===== src/rtl/parser_input_arbiter_if.sv =====
// Beat-level handshake bundle between N sources, the arbiter and the parser input.
// The master side drives source beats and parser readiness; the slave side is the
// arbiter, which returns per-source ready and produces the merged parser stream.
interface parser_input_arbiter_if #(
  parameter int N_SRC = 4
);
  logic [N_SRC*32-1:0] in_data;
  logic [N_SRC-1:0]    in_val;
  logic [N_SRC-1:0]    in_last;
  logic [N_SRC-1:0]    in_ready;
  logic [31:0]         out_data;
  logic                out_val;
  logic                out_last;
  logic                out_ready;

  modport master (
    output in_data, in_val, in_last, out_ready,
    input  in_ready, out_data, out_val, out_last
  );

  modport slave (
    input  in_data, in_val, in_last, out_ready,
    output in_ready, out_data, out_val, out_last
  );
endinterface


===== src/rtl/parser_input_arbiter.sv =====
// Packet-granular round-robin arbiter feeding the single 32-bit parser input.
// A granted source owns the parser until its last beat; packets longer than
// MAX_BEATS are cut at MAX_BEATS (forced last) and the remainder is drained.
module parser_input_arbiter #(
  parameter  int N_SRC     = 4,
  parameter  int MAX_BEATS = 16,
  localparam int GW        = (N_SRC > 1) ? $clog2(N_SRC) : 1,
  localparam int CW        = $clog2(MAX_BEATS + 1)
) (
  input  logic                   clk,
  input  logic                   reset_b,
  parser_input_arbiter_if.slave  bus,
  output logic [GW-1:0]          grant_id,
  output logic                   busy,
  output logic                   trunc_err
);

  typedef enum logic [1:0] {
    IDLE  = 2'd0,
    BUSY  = 2'd1,
    DRAIN = 2'd2
  } state_t;

  state_t        state_q, state_d;
  logic [GW-1:0] rr_ptr_q, rr_ptr_d;
  logic [GW-1:0] grant_q, grant_d;
  logic [CW-1:0] beat_cnt_q, beat_cnt_d;
  logic          trunc_err_q, trunc_err_d;

  logic [N_SRC-1:0] grant_oh;
  logic [31:0]      sel_data;
  logic             sel_val;
  logic             sel_last;
  logic [GW-1:0]    pick_idx;
  logic [GW-1:0]    next_ptr;
  logic             at_max;

  logic [N_SRC-1:0] in_ready_c;
  logic [31:0]      out_data_c;
  logic             out_val_c;
  logic             out_last_c;

  // Select the granted source's beat and form its one-hot mask.
  always_comb begin
    grant_oh = '0;
    sel_data = '0;
    sel_val  = 1'b0;
    sel_last = 1'b0;
    for (int i = 0; i < N_SRC; i++) begin
      if (grant_q == GW'(i)) begin
        grant_oh[i] = 1'b1;
        sel_data    = bus.in_data[32*i +: 32];
        sel_val     = bus.in_val[i];
        sel_last    = bus.in_last[i];
      end
    end
  end

  // Round-robin search: first requester at rr_ptr, rr_ptr+1, ... wrapping at N_SRC.
  always_comb begin
    logic found;
    found    = 1'b0;
    pick_idx = '0;
    for (int k = 0; k < N_SRC; k++) begin
      for (int i = 0; i < N_SRC; i++) begin
        if (!found && bus.in_val[i] && (((int'(rr_ptr_q) + k) % N_SRC) == i)) begin
          found    = 1'b1;
          pick_idx = GW'(i);
        end
      end
    end
  end

  // Pointer for the next arbitration: the source after the one just served.
  always_comb begin
    next_ptr = (grant_q == GW'(N_SRC - 1)) ? '0 : grant_q + 1'b1;
    at_max   = (beat_cnt_q == CW'(MAX_BEATS - 1));
  end

  // Next-state and handshake logic for IDLE (arbitrate), BUSY (pass through), DRAIN (discard).
  always_comb begin
    state_d     = state_q;
    rr_ptr_d    = rr_ptr_q;
    grant_d     = grant_q;
    beat_cnt_d  = beat_cnt_q;
    trunc_err_d = 1'b0;
    in_ready_c  = '0;
    out_data_c  = '0;
    out_val_c   = 1'b0;
    out_last_c  = 1'b0;
    case (state_q)
      IDLE: begin
        if (|bus.in_val) begin
          grant_d    = pick_idx;
          beat_cnt_d = '0;
          state_d    = BUSY;
        end
      end
      BUSY: begin
        out_data_c = sel_data;
        out_val_c  = sel_val;
        out_last_c = sel_last | at_max;
        in_ready_c = bus.out_ready ? grant_oh : '0;
        if (sel_val && bus.out_ready) begin
          beat_cnt_d = beat_cnt_q + 1'b1;
          if (sel_last) begin
            state_d  = IDLE;
            rr_ptr_d = next_ptr;
          end else if (at_max) begin
            state_d     = DRAIN;
            trunc_err_d = 1'b1;
          end
        end
      end
      DRAIN: begin
        in_ready_c = grant_oh;
        if (sel_val && sel_last) begin
          state_d  = IDLE;
          rr_ptr_d = next_ptr;
        end
      end
      default: begin
        state_d = IDLE;
      end
    endcase
  end

  // State register; reset abandons any packet in flight.
  always_ff @(posedge clk) begin
    if (!reset_b) begin
      state_q     <= IDLE;
      rr_ptr_q    <= '0;
      grant_q     <= '0;
      beat_cnt_q  <= '0;
      trunc_err_q <= 1'b0;
    end else begin
      state_q     <= state_d;
      rr_ptr_q    <= rr_ptr_d;
      grant_q     <= grant_d;
      beat_cnt_q  <= beat_cnt_d;
      trunc_err_q <= trunc_err_d;
    end
  end

  assign bus.in_ready = in_ready_c;
  assign bus.out_data = out_data_c;
  assign bus.out_val  = out_val_c;
  assign bus.out_last = out_last_c;
  assign grant_id     = grant_q;
  assign busy         = (state_q != IDLE);
  assign trunc_err    = trunc_err_q;

endmodule


===== src/flat_wrapper.sv =====
// flat-port wrapper written by rule: the top's interface ports become plain ports
module parser_input_arbiter_flat 
#(
  parameter  int N_SRC     = 4,
  parameter  int MAX_BEATS = 16,
  localparam int GW        = (N_SRC > 1) ? $clog2(N_SRC) : 1,
  localparam int CW        = $clog2(MAX_BEATS + 1)
)
  (clk, reset_b, grant_id, busy, trunc_err, bus_in_data, bus_in_val, bus_in_last, bus_out_ready, bus_in_ready, bus_out_data, bus_out_val, bus_out_last);
  parser_input_arbiter_if #(.N_SRC(N_SRC)) bus_i ();
  input  logic clk;
  input  logic reset_b;
  output logic [GW-1:0] grant_id;
  output logic busy;
  output logic trunc_err;
  input wire logic [$bits(bus_i.in_data)-1:0] bus_in_data;
  input wire logic [$bits(bus_i.in_val)-1:0] bus_in_val;
  input wire logic [$bits(bus_i.in_last)-1:0] bus_in_last;
  input wire logic [$bits(bus_i.out_ready)-1:0] bus_out_ready;
  output wire logic [$bits(bus_i.in_ready)-1:0] bus_in_ready;
  output wire logic [$bits(bus_i.out_data)-1:0] bus_out_data;
  output wire logic [$bits(bus_i.out_val)-1:0] bus_out_val;
  output wire logic [$bits(bus_i.out_last)-1:0] bus_out_last;
  assign bus_i.in_data = bus_in_data;
  assign bus_i.in_val = bus_in_val;
  assign bus_i.in_last = bus_in_last;
  assign bus_i.out_ready = bus_out_ready;
  assign bus_in_ready = bus_i.in_ready;
  assign bus_out_data = bus_i.out_data;
  assign bus_out_val = bus_i.out_val;
  assign bus_out_last = bus_i.out_last;
  parser_input_arbiter #(.N_SRC(N_SRC), .MAX_BEATS(MAX_BEATS)) u_core (.clk(clk), .reset_b(reset_b), .bus(bus_i), .grant_id(grant_id), .busy(busy), .trunc_err(trunc_err));
endmodule

===== config.mk =====
export PLATFORM = sky130hd
export DESIGN_NAME = parser_input_arbiter_flat
export DESIGN_NICKNAME = d
export VERILOG_FILES = /design/src/rtl/parser_input_arbiter_if.sv /design/src/rtl/parser_input_arbiter.sv /design/src/flat_wrapper.sv
export SDC_FILE = /design/constraint.sdc
export NUM_CORES = 1
export LEC_CHECK = 0
export ABC_AREA = 1
export ABC_CLOCK_PERIOD_IN_PS = 1800
export CORE_ASPECT_RATIO = 0.75
export CORE_MARGIN = 2
export CORE_UTILIZATION = 29
export CTS_CLUSTER_SIZE = 8
export DETAILED_ROUTE_END_ITERATION = 8
export PLACE_DENSITY_LB_ADDON = 0.1
export SLEW_MARGIN = 30
export SYNTH_ARGS = -nofsm -noshare
export SYNTH_HDL_FRONTEND = slang
export SYNTH_SLANG_ARGS = --single-unit

===== constraint.sdc =====
create_clock -name clk -period 1.8 [get_ports clk]
set_input_delay 0.27 -clock clk [delete_from_list [all_inputs] [get_ports clk]]
set_output_delay 0.27 -clock clk [all_outputs]
set_load 0.02 [all_outputs]

==> flow_summary.ini <==
[synthesis]
yosysSeqAreaShare_pct = 12.0
synth_cell_type_count = 28
yosys.area_share.simple_pct = 25.6
synth_xor_area_share_pct = 0.439
synth_flop_cell = dfxtp_1
synth_top_family_by_area = compound AO/OA/AOI/OAI gates
avgSynthCellArea_sq_um = 5.52
yosys.area.top_type = o21ai_0
synthAdderAreaFrac_pct = 5.65
synth_top_area_share_pct = 17.6
synth.most_common_cell = o21ai_0
yosys-mux-area-fraction_pct = 0
yosysWarnings = 0
synth_cells = 361
syn-num-nets = 509
syn_area_sq_um = 1990
async_reset_ff_share_pct = 0
synth_common_cells = 70 x o21ai_0, 62 x nand2_1, 43 x a21oi_1, 38 x inv_1
ys_seq_elements = 12
synthTopCellsByArea = o21ai_0 18%, dfxtp_1 12%, a22oi_1 12%
synth_edf_count = 0
synth_compound_area_share_pct = 43.5

[global_route]
grt_use_total_pct = 25.4
grt_max_degree = 29
grt_overflow = 0
grt_pass1_vias = 3241
grt_pass1_wl_um = 15400
antenna_found_initial = 0

[sta]
slew_headroom_pct = 74.5
slew_viol_final = 0
tightest_slew_ns = 0.382
finalHoldViolations = 0
grt_setup_unrepaired = yes
period_minus_slack_ns = 2.06
fin_crit_sh_pct = 114
finalClockSkew_ns = 0.00171
finalSetupViolations = 45
timing.fmax_mhz = 486
worst_slack_ns = -0.259

[worst_setup_path]
crit_buf_inv = 4
cp_data_required_time_ns = 1.93
cp-end-kind = flop
cp-start-kind = flop
slowest_stage = dfxtp_4
max_stage_delay_ns = 0.37
crit_type = reg2reg
path_common_cell = nand2_2
critPathMaxFanout = 4
cp.arrival_ns = 2.19
crit_path_cell_trace = inv_4, ha_4, inv_4, nand2_4, buf_6, o21ai_2, nand2_1, nand2_2, nand2_2, nand2_2, o21ai_4, buf_12, a21oi_4, nand2_2, o21ai_1, a21oi_1
path_delay_family = simple AND/OR/NAND/NOR gates

[floorplanning]
rows = 26
start_util_pct = 29.6
dieHeight_um = 75.8
io_pins = 181
die_w_um = 99.8
fp.coreArea_sq_um = 6730
die_area_sq_um = 7560

[power_and_ir_drop]
peakVddDrop_v = 0.000661
p_leak_nw = 2.15
p_per_area_nw_per_um2 = 1570

[place]
place_ws_ns = -0.434
dp.cells = 653
place_congestion = 0.886
hpwl_um = 7470
io_buffer_count = 180

[drt]
route.detailed.drc = 0
wl_per_cell_um = 16.4
routed_wl_um = 11000
dr.pass1.iters = 4
drt_iter0_markers = 154
vias_per_cell = 5.26
ant_nets = 0
route.vias.total = 3537

[clock_network]
clock_path_buffers = 2
clkTransAtPathRegs_ns = 0.06
htree_num_levels = 1
root_buffer = clkbuf_8
cts_tree = done
cts_inserted_buffers = 3
cts_sinks = 12
clkLatencyLatePin_ns = 0.25
cts-hold-fix-buffers = 0

[cells_and_area]
fin_cells = 672
fin_nets = 737
drive_gt1_share_pct = 44.6
multi_input_area_sq_um = 2160
regArea_sq_um = 260
syn_to_final_growth_pct = 162
antennaDiodeCount = 0
nFillCells = 483

[worst_hold_path]
hp-class = reg2reg

[outcome]
status = finished, violations left
failed_checks = negative setup slack

[flow_run]
drv_cap = 0
-- worst register-to-register path, delay by kind of cell, from the launching register on --
family                   cells  cell delay, ns
AND/OR/NAND/NOR              6            0.52
AO/OA/AOI/OAI                5            0.51
flip-flops                   1            0.37
buffers and inverters        4            0.36
adder cells (fa/ha/maj)      1            0.17
-- sequential cells by signal (all words and copies together), names as in the netlist --
signal and flops:
u_core.trunc_err 1, u_core.beat_cnt_q 5, u_core.rr_ptr_q 2, u_core.grant_id 2
u_core.state_q 2
-- layout make-up --
class / instances / share of cell area, %
clock buffer: 4 / 0.861
multi-input combinational: 284 / 41.3
timing repair buffer: 249 / 47.5
inverter: 39 / 3.30
tap: 84 / 2.01
sequential: 12 / 4.97
-- logic make-up (layout without fill, tap and decap cells) --
logic type                 count (synthesis)  in the layout
and+or+nand+nor                          120            120
DFF                                       12             12
buffers and inverters                     65            292
xor gates and xnor gates                   1              1
AOI/OAI and AO/OA                        154            154
adders and majority gates                  9              9
-- placed cells by master, fill, tap and decap left out, types with 9 or more instances in the layout --
cell and instances:
nor2_4 9, inv_1 26, o21ai_2 24, nand2_1 56, buf_4 64, a22oi_2 29
a21oi_2 37, clkdlybuf4s50_1 137, nor2_1 20, buf_6 32, o21ai_0 34, o21ai_1 13
-- where the power goes --
part,switching [mW],total [mW],internal [mW]
Sequential,0.111,0.476,0.364
Combinational,3.92,7.46,3.54
Clock,0.114,0.271,0.157
Total,4.15,8.21,4.06
-- layer usage --
metal / wire length, um / vias to the layer above / global-route usage [%] / share of wire [%]
met5: 0 / - / 0 / 0
met2: 5800 / 148 / 49.4 / 53
met3: 739 / 18 / 4.59 / 6.7
li1: - / 1716 / - / -
met4: 136 / 0 / 3.96 / 1.2
met1: 4330 / 1655 / 30.1 / 39
-- final timing paths --
| check | start | endpoint | slack, ns | cells after the start |
|---|---|---|---|---|
| hold / removal | u_core.beat_cnt_q[4] | u_core.beat_cnt_q[4] | 0.51 | 2 |
| hold reg to reg | u_core.beat_cnt_q[4] | u_core.beat_cnt_q[4] | 0.51 | 2 |
| setup reg to reg | u_core.grant_id[1] | u_core.state_q[0] | -0.26 | 16 |
| setup / recovery | u_core.grant_id[1] | u_core.state_q[0] | -0.26 | 16 |
-- stage by stage --
step	hold slack, ns	instance area [sq um]	util, %	power (mW)	TNS [ns]
after floorplan	0.396	2190	-	3.63	-0.0573
after global placement	0.448	4410	65.4	5.64	-16.45
after detailed placement	0.486	4410	65.4	5.70	-17.57
after CTS	0.498	4810	71.5	7.02	-4.94
after global routing	0.521	5230	77.7	8.74	-10.30
final	0.511	5230	77.7	8.21	-6.79
-- repair_timing --
| item | in CTS | in global routing |
|---|---|---|
| gates resized for setup | 325 | 85 |
| gates cloned | 2 | 1 |
| hold endpoints to repair | 0 | 0 |
| endpoints found under the setup margin | 51 | 50 |
| setup buffers | 6 | 6 |
| pin swaps | 32 | 36 |
Note: power is estimated with default switching activity, not from simulation.
